==> config.mk <==
export PLATFORM = sky130hd
export DESIGN_NAME = glyph_string_renderer
export DESIGN_NICKNAME = d
export VERILOG_FILES = /design/src/rtl/glyph_string_renderer.sv
export SDC_FILE = /design/constraint.sdc
export NUM_CORES = 1
export LEC_CHECK = 0
export BUFFER_PORTS_ARGS = -buffer_cell sky130_fd_sc_hd__buf_4
export CELL_PAD_IN_SITES_DETAIL_PLACEMENT = 1
export CELL_PAD_IN_SITES_GLOBAL_PLACEMENT = 2
export CORE_MARGIN = 4
export CORE_UTILIZATION = 41
export CTS_BUF_LIST = sky130_fd_sc_hd__clkbuf_16
export CTS_CLUSTER_DIAMETER = 100
export DETAILED_ROUTE_END_ITERATION = 10
export PLACE_DENSITY_LB_ADDON = 0.1
export SYNTH_ARGS = -nofsm -noshare
export SYNTH_HDL_FRONTEND = slang
export SYNTH_SLANG_ARGS = --single-unit
export TNS_END_PERCENT = 20
==> constraint.sdc <==
create_clock -name Clk -period 8.5 [get_ports Clk]
set_clock_uncertainty 0.1 [all_clocks]
set_input_delay 0.425 -clock Clk [delete_from_list [all_inputs] [get_ports Clk]]
set_output_delay 0.425 -clock Clk [all_outputs]
set_load 0.01 [all_outputs]
==> src/rtl/glyph_string_renderer.sv <==
// Glyph string renderer: turns the scan position into glyph ROM reads and aligns the returned texels.
// Optional build macro GLYPH_SCALE2X_EN draws every texel as a 2x2 block.
module glyph_string_renderer #(
    parameter int GLYPH_W    = 30,
    parameter int GLYPH_H    = 45,
    parameter int MAX_GLYPHS = 16,
    parameter int IDX_W      = 5,
    parameter int ADDR_W     = 19,
    parameter int DATA_W     = 5
) (
    input  logic              Clk,
    input  logic              Reset,
    input  logic              pix_en,
    input  logic              frame_start,
    input  logic [9:0]        DrawX,
    input  logic [9:0]        DrawY,
    input  logic [9:0]        origin_x,
    input  logic [9:0]        origin_y,
    input  logic              wr_en,
    input  logic [3:0]        wr_slot,
    input  logic [IDX_W-1:0]  wr_idx,
    input  logic [4:0]        wr_len,
    input  logic              commit,
    output logic              commit_pending,
    output logic [ADDR_W-1:0] rom_read_address,
    output logic [IDX_W-1:0]  rom_idx,
    input  logic [DATA_W-1:0] rom_data_in,
    output logic              pixel_hit,
    output logic [DATA_W-1:0] pixel_color
);

`ifdef GLYPH_SCALE2X_EN
    localparam int SCALE = 2;
`else
    localparam int SCALE = 1;
`endif
    localparam int COL_W  = $clog2(GLYPH_W);
    localparam int BASE_W = $clog2(GLYPH_W * GLYPH_H);
    localparam int SLOT_W = $clog2(MAX_GLYPHS + 1);
    localparam int IDXS_W = $clog2(MAX_GLYPHS);
    localparam logic [COL_W-1:0]  COL_LAST = COL_W'(GLYPH_W - 1);
    localparam logic [BASE_W-1:0] ROW_STEP = BASE_W'(GLYPH_W);
    localparam logic [SLOT_W-1:0] SLOT_MAX = SLOT_W'(MAX_GLYPHS);
    localparam logic [10:0]       EXT_H    = 11'(GLYPH_H * SCALE);

    logic [IDX_W-1:0]  shadow_q [MAX_GLYPHS];
    logic [IDX_W-1:0]  active_q [MAX_GLYPHS];
    logic [SLOT_W-1:0] activeLen_q, pendLen_q, lenSat;
    logic              pending_q;

    logic [9:0]        originX_q, originY_q;
    logic [COL_W-1:0]  col_q, colCur, col_d;
    logic [SLOT_W-1:0] slot_q, slotCur, slot_d;
    logic [BASE_W-1:0] rowBase_q, rowBaseCur;
    logic              rowStarted_q, rowStartedCur;
    logic              inRow_q, inRowCur;
    logic              lineStart, yInRange, inSpan, colAdvance;
`ifdef GLYPH_SCALE2X_EN
    logic              colHalf_q, colHalfCur, rowHalf_q, rowHalfCur;
`endif

    logic [ADDR_W-1:0] addr_q, addr_d;
    logic [IDX_W-1:0]  idx_q, idx_d;
    logic              valid1_q, valid2_q, span1_q, span2_q;
    logic              hit_q;
    logic [DATA_W-1:0] color_q;

    assign lenSat = (wr_len > 5'(MAX_GLYPHS)) ? SLOT_MAX : SLOT_W'(wr_len);

    // Shadow buffer takes writes freely; the active copy only changes at frame start so text never tears.
    always_ff @(posedge Clk or posedge Reset) begin
        if (Reset) begin
            for (int i = 0; i < MAX_GLYPHS; i++) begin
                shadow_q[i] <= '0;
                active_q[i] <= '0;
            end
            activeLen_q <= '0;
            pendLen_q   <= '0;
            pending_q   <= 1'b0;
        end else begin
            if (wr_en && ({1'b0, wr_slot} < 5'(MAX_GLYPHS)))
                shadow_q[wr_slot[IDXS_W-1:0]] <= wr_idx;
            if (frame_start && (pending_q || commit)) begin
                active_q    <= shadow_q;
                activeLen_q <= commit ? lenSat : pendLen_q;
                pending_q   <= 1'b0;
            end else if (commit) begin
                pending_q <= 1'b1;
            end
            if (commit)
                pendLen_q <= lenSat;
        end
    end

    assign lineStart = (DrawX == originX_q);
    assign yInRange  = ({1'b0, DrawY} >= {1'b0, originY_q}) &&
                       ({1'b0, DrawY} < ({1'b0, originY_q} + EXT_H));

    // Resolve the counters as seen by the pixel being presented now, then derive what follows it.
    always_comb begin
        colCur        = col_q;
        slotCur       = slot_q;
        rowBaseCur    = rowBase_q;
        rowStartedCur = rowStarted_q;
        inRowCur      = inRow_q;
`ifdef GLYPH_SCALE2X_EN
        colHalfCur    = colHalf_q;
        rowHalfCur    = rowHalf_q;
`endif
        if (lineStart) begin
            colCur   = '0;
            slotCur  = '0;
            inRowCur = yInRange;
`ifdef GLYPH_SCALE2X_EN
            colHalfCur = 1'b0;
`endif
            if (yInRange) begin
                rowStartedCur = 1'b1;
                if (rowStarted_q) begin
`ifdef GLYPH_SCALE2X_EN
                    rowHalfCur = ~rowHalf_q;
                    if (rowHalf_q)
                        rowBaseCur = rowBase_q + ROW_STEP;
`else
                    rowBaseCur = rowBase_q + ROW_STEP;
`endif
                end
            end
        end

`ifdef GLYPH_SCALE2X_EN
        colAdvance = colHalfCur;
`else
        colAdvance = 1'b1;
`endif
        col_d  = colCur;
        slot_d = slotCur;
        if (colAdvance) begin
            if (colCur == COL_LAST) begin
                col_d = '0;
                if (slotCur != SLOT_MAX)
                    slot_d = slotCur + 1'b1;
            end else begin
                col_d = colCur + 1'b1;
            end
        end

        inSpan = inRowCur && (DrawX >= originX_q) && (slotCur < activeLen_q);
        addr_d = ADDR_W'(rowBaseCur + BASE_W'(colCur));
        idx_d  = inSpan ? active_q[slotCur[IDXS_W-1:0]] : '1;
    end

    always_ff @(posedge Clk or posedge Reset) begin
        if (Reset) begin
            originX_q    <= '0;
            originY_q    <= '0;
            col_q        <= '0;
            slot_q       <= '0;
            rowBase_q    <= '0;
            rowStarted_q <= 1'b0;
            inRow_q      <= 1'b0;
`ifdef GLYPH_SCALE2X_EN
            colHalf_q    <= 1'b0;
            rowHalf_q    <= 1'b0;
`endif
        end else if (frame_start) begin
            originX_q    <= origin_x;
            originY_q    <= origin_y;
            col_q        <= '0;
            slot_q       <= '0;
            rowBase_q    <= '0;
            rowStarted_q <= 1'b0;
            inRow_q      <= 1'b0;
`ifdef GLYPH_SCALE2X_EN
            colHalf_q    <= 1'b0;
            rowHalf_q    <= 1'b0;
`endif
        end else if (pix_en) begin
            col_q        <= col_d;
            slot_q       <= slot_d;
            rowBase_q    <= rowBaseCur;
            rowStarted_q <= rowStartedCur;
            inRow_q      <= inRowCur;
`ifdef GLYPH_SCALE2X_EN
            colHalf_q    <= ~colHalfCur;
            rowHalf_q    <= rowHalfCur;
`endif
        end
    end

    // Address out one cycle after the pixel, ROM answers a cycle later, result lands on the third edge.
    always_ff @(posedge Clk or posedge Reset) begin
        if (Reset) begin
            addr_q   <= '0;
            idx_q    <= '0;
            valid1_q <= 1'b0;
            valid2_q <= 1'b0;
            span1_q  <= 1'b0;
            span2_q  <= 1'b0;
            hit_q    <= 1'b0;
            color_q  <= '0;
        end else begin
            valid1_q <= pix_en;
            valid2_q <= valid1_q;
            span2_q  <= span1_q;
            if (pix_en) begin
                addr_q  <= addr_d;
                idx_q   <= idx_d;
                span1_q <= inSpan;
            end
            if (valid2_q) begin
                hit_q   <= span2_q && (rom_data_in != '0);
                color_q <= (span2_q && (rom_data_in != '0)) ? rom_data_in : '0;
            end
        end
    end

    assign commit_pending   = pending_q;
    assign rom_read_address = addr_q;
    assign rom_idx          = idx_q;
    assign pixel_hit        = hit_q;
    assign pixel_color      = color_q;

endmodule

==> impl_metrics.csv, run 1 <==
group,metric,value,unit
status,status,"finished clean",
clock_tree,root_buffer,"clkbuf_16",
clock_tree,clock_path_buffers,3,
timing,fmax,183,MHz
timing,worst_slew_pin_slew,932,ps
cells_and_area,drive_above_1_share,0.308,
timing,relSlewSlack,0.376,
grt,grt_max_degree,132,
clock_tree,cts-buffers-inserted,28,
power,p_leak,0.00618,uW
timing,period_minus_slack,5470,ps
clock_tree,ctsHoldBuffers,15,
synthesis,ys_ff_latch,240,
cells_and_area,fin_nets,1192,
synthesis,syn_area,11600,um2
clock_tree,post_cts_buffers,0,
critical_path,cp_max_fo,9,
place,port_buffers,88,
synthesis,synth_warnings,0,
power,vdd_drop_max,0.159,mV
cells_and_area,area_growth,17.6,%
floorplan,io_pins,96,
critical_path,critPathKind,"reg -> reg",
clock_tree,cts_tree,"done",
synthesis,post-synth-top-area-cell,"dfrtp_1",
floorplan,core-area,27900,um2
route,viasPerCell,5.29,
cells_and_area,antenna-diode-count,0,
synthesis,syn_inst,987,
clock_tree,cts_sinks,240,
route,vias,7844,
timing,setup_viol,0,
synthesis,ys_seq_area_frac,0.518,
floorplan,dieArea,31100,um2
critical_path,required,8840,ps
synthesis,yosysTopAreaCellShare,0.518,
route,detail-route-antenna-nets,0,
critical_path,slowest_stage,"o21ai_1",
clock_tree,cts_resized,0,
floorplan,fp.dieW,176,um
worst_hold_path,hold_class,"in -> reg",
synthesis,async_reset_ff_frac,1.00,
critical_path,path_cells,"ha_1, o31ai_1, nand2_1, nand3_1, xnor2_1, ha_1, a21o_1, a21oi_2, o21ai_2, o21ai_1, and3_1, nor2_1, a21oi_1, ha_1, a21oi_1, o21bai_1, a21oi_1, nand3b_1, a41oi_1, a41o_1, o21a_1, o31ai_1",
worst_hold_path,worstHoldStart,"origin_y[4]",
grt,busiest_layer,"met2",
clock_tree,clk_pin_slew,60,ps
floorplan,start_util,0.416,
synthesis,synth_area_per_cell,11.8,um2
synthesis,synthFlopType,"dfrtp_1",
timing,rsz0062_at_grt,"false",
grt,grt_util_met3,0.0233,
critical_path,critPathLaunch,"originY_q[0]$_DFFE_PP0P_",
timing,finalHoldViolCount,0,
power,power_density,228,nW/um2
critical_path,slowest_delay,490,ps
critical_path,endpoint_kind,"register",
grt,met2_usage,0.321,
place,place.gp.congestion,0.758,
grt,grt_first_pass_wirelength,46300,um
cells_and_area,fillers,2963,
grt,overflow,0,
grt,antenna_found_initial,0,
timing,fin_setup_tns,0,ps
critical_path,path_delay_family,"compound AO/OA/AOI/OAI gates",
grt,grt_pass1_vias,8220,
floorplan,die_h,176,um
critical_path,critPathBufInv,0,
timing,slew_violations,0,
grt,track_usage,0.185,
route,drc,0,
clock_tree,htreeDepth,1,
grt,use_met1,0.253,
synthesis,ys_top_cells_by_area,"dfrtp_1 (52%), mux2_2 (18%), ha_1 (4.9%), o21ai_0 (2.3%), nand2_1 (1.8%)",
timing,min_period_over_period,0.643,
synthesis,synth.distinct_cells,69,
floorplan,num_rows,61,
route,drt-initial-drc-count,282,
synthesis,post-synth-top-count-cell,"dfrtp_1",
critical_path,start_kind,"register",
clock_tree,clock_latency,560,ps
synthesis,synth-edff-count,0,
route,dr.pass1.iters,4,
place,place_hpwl,19200,um
synthesis,synth_common_cells,"dfrtp_1 (240), mux2_2 (187), nand2_1 (55), nor2_1 (55), o21ai_0 (53)",
power,total_power,3110,uW
route,routed_wl,28700,um
critical_path,worstPathArrival,5810,ps
critical_path,timing.rr.start,"originY_q[0]$_DFFE_PP0P_",
route,wl_per_cell,19.4,um
job,cap_violations,0,
==> cells by family after synthesis <==
kind of cell / after synthesis / synth area share
other: 1 / 0.000323
buffers and inverters: 101 / 0.0351
muxes: 201 / 0.197
AOI/OAI and AO/OA: 161 / 0.0901
xor gates and xnor gates: 27 / 0.0204
adders and majority gates: 45 / 0.0485
DFF: 240 / 0.518
and+or+nand+nor: 211 / 0.0911
==> routing by layer <==
metal	wire (um)	vias to the layer above	part of all wire
li1	-	3687	-
met1	13400	4030	0.47
met2	14100	93	0.49
met3	654	34	0.023
met4	540	0	0.019
met5	0	-	0
==> stage by stage <==
step / setup WS, ps / instances / cell area (um2) / utilization / hold WS [ps]
floorplan: 1390 / 993 / 11600 / - / 231
global placement: 3210 / 1414 / 12600 / 0.452 / 236
detailed placement: 3020 / 1414 / 12600 / 0.452 / 245
CTS: 3010 / 1481 / 13600 / 0.489 / 1.19
global route: 2630 / 1482 / 13600 / 0.490 / 25.5
finish: 3030 / 1482 / 13600 / 0.490 / 13.8
==> area by class of cell <==
| cell class | instances | area [um2] | area share |
|---|---|---|---|
| clock inverter | 24 | 179 | 0.0131 |
| clock buffer | 28 | 701 | 0.0514 |
| tap | 378 | 473 | 0.0347 |
| inverter | 50 | 195 | 0.0143 |
| multi-input combinational | 652 | 5220 | 0.383 |
| sequential | 240 | 6010 | 0.440 |
| timing repair buffer | 110 | 866 | 0.0635 |
==> final timing paths <==
check	endpoint	slack [ps]	depth (start not counted)
max in group asynchronous	shadow_q[29]$_DFFE_PP0P_	6460	4
min reg2reg	valid2_q$_DFF_PP0_	250	0
min	originY_q[4]$_DFFE_PP0P_	10	3
max	rom_read_address[7]$_DFFE_PP0P_	3030	22
max reg2reg	rom_read_address[7]$_DFFE_PP0P_	3030	22
min in group asynchronous	active_q[7]$_DFFE_PP0P_	510	3
==> sequential cells by signal, indices dropped and copies added, names as in the netlist, 10 cells and up <==
register,cells
rowBase_q,10
shadow_q,80
active_q,80
originX_q,10
rom_read_address,12
originY_q,10
==> tightest hold or removal path: stages <==
cell	delay, ps
buf_4	80
nand2_1	40
o21ai_0	70
==> where the power goes <==
group	switching, uW	internal [uW]	leakage (uW)
registers	112	1370	0.00300
clock network	476	659	0.000466
logic	218	278	0.00272
total	805	2310	0.00618
==> layout by cell type, fill, tap and decap left out, types with 11 or more instances in the layout <==
cell           count
dfrtp_1          240
mux2_2           187
buf_4             94
inv_1             56
nand2_1           55
nor2_1            55
o21ai_0           53
ha_1              45
a21oi_1           36
clkbuf_16         28
nand3_1           21
xnor2_1           17
dlygate4sd3_1     16
nand4_1           11
and3_1            11
mux2i_1           11
(Power assumes the default switching activity.)
==> run 2: changes to the inputs <==
--- a/config.mk
+++ b/config.mk
@@ -5,11 +5,12 @@
 export SDC_FILE = /design/constraint.sdc
 export NUM_CORES = 1
 export LEC_CHECK = 0
+export ABC_AREA = 1
 export BUFFER_PORTS_ARGS = -buffer_cell sky130_fd_sc_hd__buf_4
 export CELL_PAD_IN_SITES_DETAIL_PLACEMENT = 1
 export CELL_PAD_IN_SITES_GLOBAL_PLACEMENT = 2
 export CORE_MARGIN = 4
-export CORE_UTILIZATION = 41
+export CORE_UTILIZATION = 36
 export CTS_BUF_LIST = sky130_fd_sc_hd__clkbuf_16
 export CTS_CLUSTER_DIAMETER = 100
 export DETAILED_ROUTE_END_ITERATION = 10
==> constraint.sdc (replaced) <==
create_clock -name Clk -period 5.16 [get_ports Clk]
set_clock_uncertainty 0.1 [all_clocks]
set_input_delay 0.258 -clock Clk [delete_from_list [all_inputs] [get_ports Clk]]
set_output_delay 0.258 -clock Clk [all_outputs]
set_load 0.01 [all_outputs]
==> run 2 against run 1 <==
Compared with the run above:
- non-clock buffer count is 17 higher
- setup slack worse by 2300 ps
- critical endpoint is now rom_read_address[10]$_DFFE_PP0P_
- largest cell class unchanged
- first-iteration DRC count rose by 28%
- largest power group unchanged
- synthesized cell count grew 39%
- sequential cell count did not move
==> impl_metrics.csv, run 2 <==
group,metric,value,unit
worst_hold_path,worstHoldStart,"wr_len[4]",
power,power_density,384,nW/um2
grt,antenna_found_initial,0,
critical_path,worstPathArrival,4720,ps
synthesis,synth_warnings,0,
timing,setup_viol,0,
route,vias,9462,
worst_hold_path,min_to,"pendLen_q[3]$_DFF_PP0_",
power,total_power,5330,uW
clock_tree,cts-buffers-inserted,29,
synthesis,ys_top_cells_by_area,"dfrtp_1 (52%), nand2_1 (15%), o21ai_0 (7.6%), ha_1 (4.9%), nor2_1 (3.4%)",
synthesis,yosys.area_share.simple,0.236,
floorplan,fp.dieW,187,um
synthesis,synth_xor_area_frac,0.0122,
route,dr.pass1.iters,4,
critical_path,critPathLaunch,"originY_q[0]$_DFFE_PP0P_",
route,routed_wl,33200,um
critical_path,required,5490,ps
grt,overflow,0,
critical_path,slowest_delay,390,ps
grt,grt_pass1_vias,10300,
synthesis,syn_inst,1369,
power,vdd_drop_max,0.226,mV
floorplan,io_pins,96,
critical_path,cp_max_fo,5,
clock_tree,htreeDepth,1,
timing,rsz0062_at_grt,"false",
timing,slew_violations,0,
synthesis,synth_compound_area_frac,0.122,
synthesis,post-synth-top-count-cell,"nand2_1",
synthesis,synthFlopType,"dfrtp_1",
clock_tree,clk_pin_slew,60,ps
clock_tree,cts_sinks,240,
timing,worst_slew_pin_slew,920,ps
route,drt-initial-drc-count,360,
route,detail-route-antenna-nets,0,
critical_path,endpoint_kind,"register",
synthesis,syn_area,11500,um2
synthesis,synth.distinct_cells,44,
synthesis,synthAdderAreaFrac,0.0490,
synthesis,synth-edff-count,0,
cells_and_area,area_growth,20.8,%
job,cap_violations,0,
critical_path,start_kind,"register",
clock_tree,clock_latency,540,ps
place,port_buffers,88,
critical_path,critPathBufInv,4,
route,viasPerCell,4.98,
synthesis,ys_ff_latch,240,
synthesis,ys_seq_area_frac,0.523,
synthesis,post-synth-top-area-cell,"dfrtp_1",
critical_path,reg2regPathDepth,26,
floorplan,num_rows,65,
place,place_hpwl,21400,um
clock_tree,cts_tree,"done",
grt,grt_max_degree,158,
cells_and_area,instances_no_fill,1901,
critical_path,rrSetupSlack,770,ps
floorplan,start_util,0.364,
power,p_leak,0.00696,uW
timing,relSlewSlack,0.387,
place,place_inst,1814,
cells_and_area,layout_common_cells,"nand2_1 (462), dfrtp_1 (240), o21ai_0 (175)",
timing,fin_setup_tns,0,ps
cells_and_area,fillers,3746,
timing,period_minus_slack,4390,ps
place,place.gp.congestion,0.773,
synthesis,synth_area_per_cell,8.39,um2
worst_hold_path,hold_path_depth,3,
synthesis,yosysTopAreaCellShare,0.523,
critical_path,timing.rr.start,"originY_q[0]$_DFFE_PP0P_",
critical_path,slowest_stage,"dfrtp_1",
cells_and_area,fin_nets,1587,
timing,finalHoldViolCount,0,
clock_tree,clock_path_buffers,3,
cells_and_area,antenna-diode-count,0,
cells_and_area,final_common_cell,"nand2_1",
critical_path,path_delay_family,"simple AND/OR/NAND/NOR gates",
worst_hold_path,hold_class,"in -> reg",
grt,track_usage,0.192,
floorplan,core-area,31600,um2
route,drc,0,
floorplan,dieArea,34800,um2
route,wl_per_cell,17.5,um
critical_path,critPathKind,"reg -> reg",
floorplan,die_h,187,um
synthesis,synth_common_cells,"nand2_1 (462), dfrtp_1 (240), o21ai_0 (175), nor2_1 (103), inv_1 (93)",
synthesis,async_reset_ff_frac,1.00,
critical_path,reg2reg_to,"rom_read_address[10]$_DFFE_PP0P_",
timing,fmax,228,MHz
clock_tree,post_cts_buffers,0,
status,status,"finished clean",
clock_tree,root_buffer,"clkbuf_16",
synthesis,synth_top_family_by_area,"simple AND/OR/NAND/NOR gates",
cells_and_area,drive_above_1_share,0.120,
timing,min_period_over_period,0.851,
grt,grt_first_pass_wirelength,55200,um
synthesis,synth_mux_area_frac,0,
## run 2: cells by family after synthesis
group,Yosys count
compound gates,259
xor+xnor,16
fa+ha+maj,45
buf+inv,158
flops,240
other cells,1
simple gates,650
## run 2: worst max path at each step
stage                                       endpoint  slack (ps)  depth (start not counted)
CTS                  rom_read_address[8]$_DFFE_PP0P_         760                         26
detailed placement   rom_read_address[8]$_DFFE_PP0P_         760                         26
finish              rom_read_address[10]$_DFFE_PP0P_         770                         26
floorplan           rom_read_address[10]$_DFFE_PP0P_        1420                         26
global placement    rom_read_address[10]$_DFFE_PP0P_         920                         26
global route        rom_read_address[10]$_DFFE_PP0P_         290                         27
## run 2: worst register-to-register path: cells and delay by family, from the launching register on
family / cells / cell delay, ps
buf+inv: 4 / 280
simple gates: 15 / 1870
compound gates: 3 / 680
flops: 1 / 390
fa+ha+maj: 2 / 580
xor+xnor: 2 / 400
## run 2: repair_timing
item | CTS | global route
hold buffers | 34 | 0
endpoints found under the hold margin | 63 | 0
resized for setup | 0 | 0
## run 2: layer usage
layer  global-route usage  vias up  share of wire
li1                     -     4649              -
met1                0.243     4658           0.45
met2                0.350      114           0.50
met3               0.0260       41          0.026
met4               0.0424        0          0.018
met5                    0        -              0
## run 2: metrics by stage
step                      area (um2)   util  worst slack, ps  hold WS, ps
after floorplan                11500      -             1420          189
after global placement         12500  0.395              920          224
after detailed placement       12500  0.395              761          227
after CTS                      13900  0.440              757         15.2
after global routing           13900  0.440              293         46.2
final                          13900  0.440              769         40.4
## run 2: cell type report
cell class / instances / area, um2 / share of cell area
Timing Repair Buffer: 127 / 1050 / 0.0757
Tap cell: 402 / 503 / 0.0362
Sequential cell: 240 / 6010 / 0.433
Multi-Input combinational cell: 977 / 4860 / 0.350
Clock buffer: 29 / 726 / 0.0523
Clock inverter: 24 / 350 / 0.0252
Inverter: 102 / 388 / 0.0279
## run 2: power breakdown
group	internal, uW	switching, uW
Sequential	2170	154
Clock	1470	844
Combinational	268	416
Total	3910	1410
==> run 3: changes to the inputs <==
--- a/config.mk
+++ b/config.mk
@@ -8,13 +8,14 @@
 export ABC_AREA = 1
 export BUFFER_PORTS_ARGS = -buffer_cell sky130_fd_sc_hd__buf_4
 export CELL_PAD_IN_SITES_DETAIL_PLACEMENT = 1
-export CELL_PAD_IN_SITES_GLOBAL_PLACEMENT = 2
+export CELL_PAD_IN_SITES_GLOBAL_PLACEMENT = 1
 export CORE_MARGIN = 4
-export CORE_UTILIZATION = 36
+export CORE_UTILIZATION = 45
 export CTS_BUF_LIST = sky130_fd_sc_hd__clkbuf_16
 export CTS_CLUSTER_DIAMETER = 100
 export DETAILED_ROUTE_END_ITERATION = 10
 export PLACE_DENSITY_LB_ADDON = 0.1
+export REMOVE_ABC_BUFFERS = 1
 export SYNTH_ARGS = -nofsm -noshare
 export SYNTH_HDL_FRONTEND = slang
 export SYNTH_SLANG_ARGS = --single-unit
==> run 3 against run 2 <==
Compared with the run above:
- clock power fell by 20%
- final cell count fell by 4.1%
- final area shrank 2.3%
- utilization increased by 9.8 points
- largest power group unchanged
- global-route usage up 3.7 points
- sequential cell count unchanged
- critical path depth decreased by 2
- fmax grew 0.79%
- sequential share of layout area is 1.0 points higher
- critical path type unchanged
- non-clock buffer count shrank 1
- wire length down 3.8%
==> impl_metrics.csv, run 3 (same netlist as run 2, synthesis figures left out) <==
group,metric,value,unit
status,status,"finished clean",
timing,relSlewSlack,0.312,
floorplan,die_h,168,um
cells_and_area,layout_common_cells,"nand2_1 (462), dfrtp_1 (240), o21ai_0 (175)",
clock_tree,post_cts_buffers,0,
route,routed_wl,31900,um
clock_tree,cts_resized,0,
worst_hold_path,hold_class,"in -> reg",
grt,grt_first_pass_wirelength,53300,um
clock_tree,root_buffer,"clkbuf_16",
critical_path,worstPathArrival,4660,ps
route,wl_per_cell,17.5,um
grt,overflow,0,
grt,grt_util_met3,0.0289,
timing,setup_viol,0,
grt,track_usage,0.229,
timing,rsz0062_at_grt,"false",
cells_and_area,antenna-diode-count,0,
cells_and_area,drive_above_1_share,0.114,
critical_path,endpoint_kind,"register",
cells_and_area,fin_nets,1584,
grt,antenna_found_initial,0,
critical_path,start_kind,"register",
place,port_buffers,88,
timing,min_period_over_period,0.844,
grt,met2_usage,0.399,
place,dp_worst_setup_slack,795,ps
clock_tree,htreeDepth,1,
clock_tree,clock_latency,550,ps
floorplan,start_util,0.456,
timing,period_minus_slack,4360,ps
floorplan,fp.dieW,168,um
power,power_density,358,nW/um2
critical_path,critPathKind,"reg -> reg",
clock_tree,cts-buffers-inserted,27,
grt,grt_pass1_vias,10200,
floorplan,num_rows,58,
route,vias,9538,
place,place.gp.congestion,0.825,
route,drc,0,
timing,fin_setup_tns,0,ps
timing,slew_violations,0,
floorplan,io_pins,96,
floorplan,dieArea,28200,um2
timing,finalHoldViolCount,0,
route,viasPerCell,5.23,
clock_tree,ctsHoldBuffers,34,
critical_path,cp_max_fo,5,
timing,timing.final.ws_setup,803,ps
power,p_leak,0.00687,uW
cells_and_area,fillers,2999,
cells_and_area,final_common_cell,"nand2_1",
cells_and_area,area_growth,18.0,%
cells_and_area,utilization,0.538,
timing,fmax,230,MHz
route,drt-initial-drc-count,548,
cells_and_area,instances_no_fill,1823,
power,total_power,4850,uW
route,detail-route-antenna-nets,0,
power,vdd_drop_max,0.263,mV
route,dr.pass1.iters,5,
clock_tree,clk_pin_slew,60,ps
timing,worst_slew_pin_slew,1030,ps
job,cap_violations,0,
clock_tree,cts_tree,"done",
grt,grt_max_degree,122,
floorplan,core-area,25200,um2
critical_path,required,5460,ps
place,place_hpwl,20200,um
clock_tree,clock_path_buffers,3,
grt,use_met1,0.309,
place,place_inst,1741,
grt,busiest_layer,"met2",
clock_tree,cts_sinks,240,
run 3: changes by cell type in the layout (fill, tap and decap cells not counted), sizes merged:
cell / previous run / this run
buf: 93 / 92
bufinv: 9 / 2
clkbuf: 29 / 27
clkinv: 15 / 13
clkinvlp: 3 / 2
inv: 99 / 106
run 3: worst paths after layout:
| kind | slack [ps] | cells after the start | to | start |
|---|---|---|---|---|
| min in group asynchronous | 380 | 3 | shadow_q[37]$_DFFE_PP0P_ | Reset |
| max in group asynchronous | 3400 | 4 | active_q[66]$_DFFE_PP0P_ | Reset |
| min | 70 | 2 | rowStarted_q$_DFFE_PP0P_ | frame_start |
| min reg2reg | 250 | 0 | valid2_q$_DFF_PP0_ | valid1_q$_DFF_PP0_ |
| max reg2reg | 800 | 24 | rom_read_address[9]$_DFFE_PP0P_ | originY_q[0]$_DFFE_PP0P_ |
| max | 800 | 24 | rom_read_address[9]$_DFFE_PP0P_ | originY_q[0]$_DFFE_PP0P_ |
run 3: power by group:
part           switching, uW  internal, uW
registers                150          2170
logic                    417           269
clock network            792          1060
total                   1360          3500
run 3: cell type report:
class,count,area [um2],share of cell area
clock buffer,27,676,0.0498
clock inverter,21,170,0.0125
inverter,102,390,0.0288
multi-input combinational,977,4860,0.358
sequential,240,6010,0.443
tap,330,413,0.0305
timing repair buffer,126,1040,0.0770
run 3: critical path, cell delays in order (launching register included):
cell      delay, ps
dfrtp_1         380
inv_1            80
o21ai_0         300
o21ai_0         180
nand2_1         110
inv_1            60
nor3_1          170
xor2_1          180
ha_1            270
a21oi_1         150
nand2_1         100
nand2_4         120
nand4_1         220
nor2_2          260
nand2_1          90
xor2_1          210
inv_1            80
ha_1            310
inv_1            60
o21bai_1        160
a21oi_1         150
nor2_4          160
nand3_1         100
nand2_1         110
nand3_1         110
run 3: per-layer routing:
metal  vias up  share of wire
met5         -              0
met4         0          0.022
met3        51          0.031
met2       143           0.50
met1      4711           0.45
li1       4633              -
run 3: per-stage QoR:
stage               instance area, um2  hold slack (ps)
floorplan                        11200              189
global placement                 12400              234
detailed placement               12400              236
CTS                              13600             47.3
global route                     13600             94.2
finish                           13600             65.4
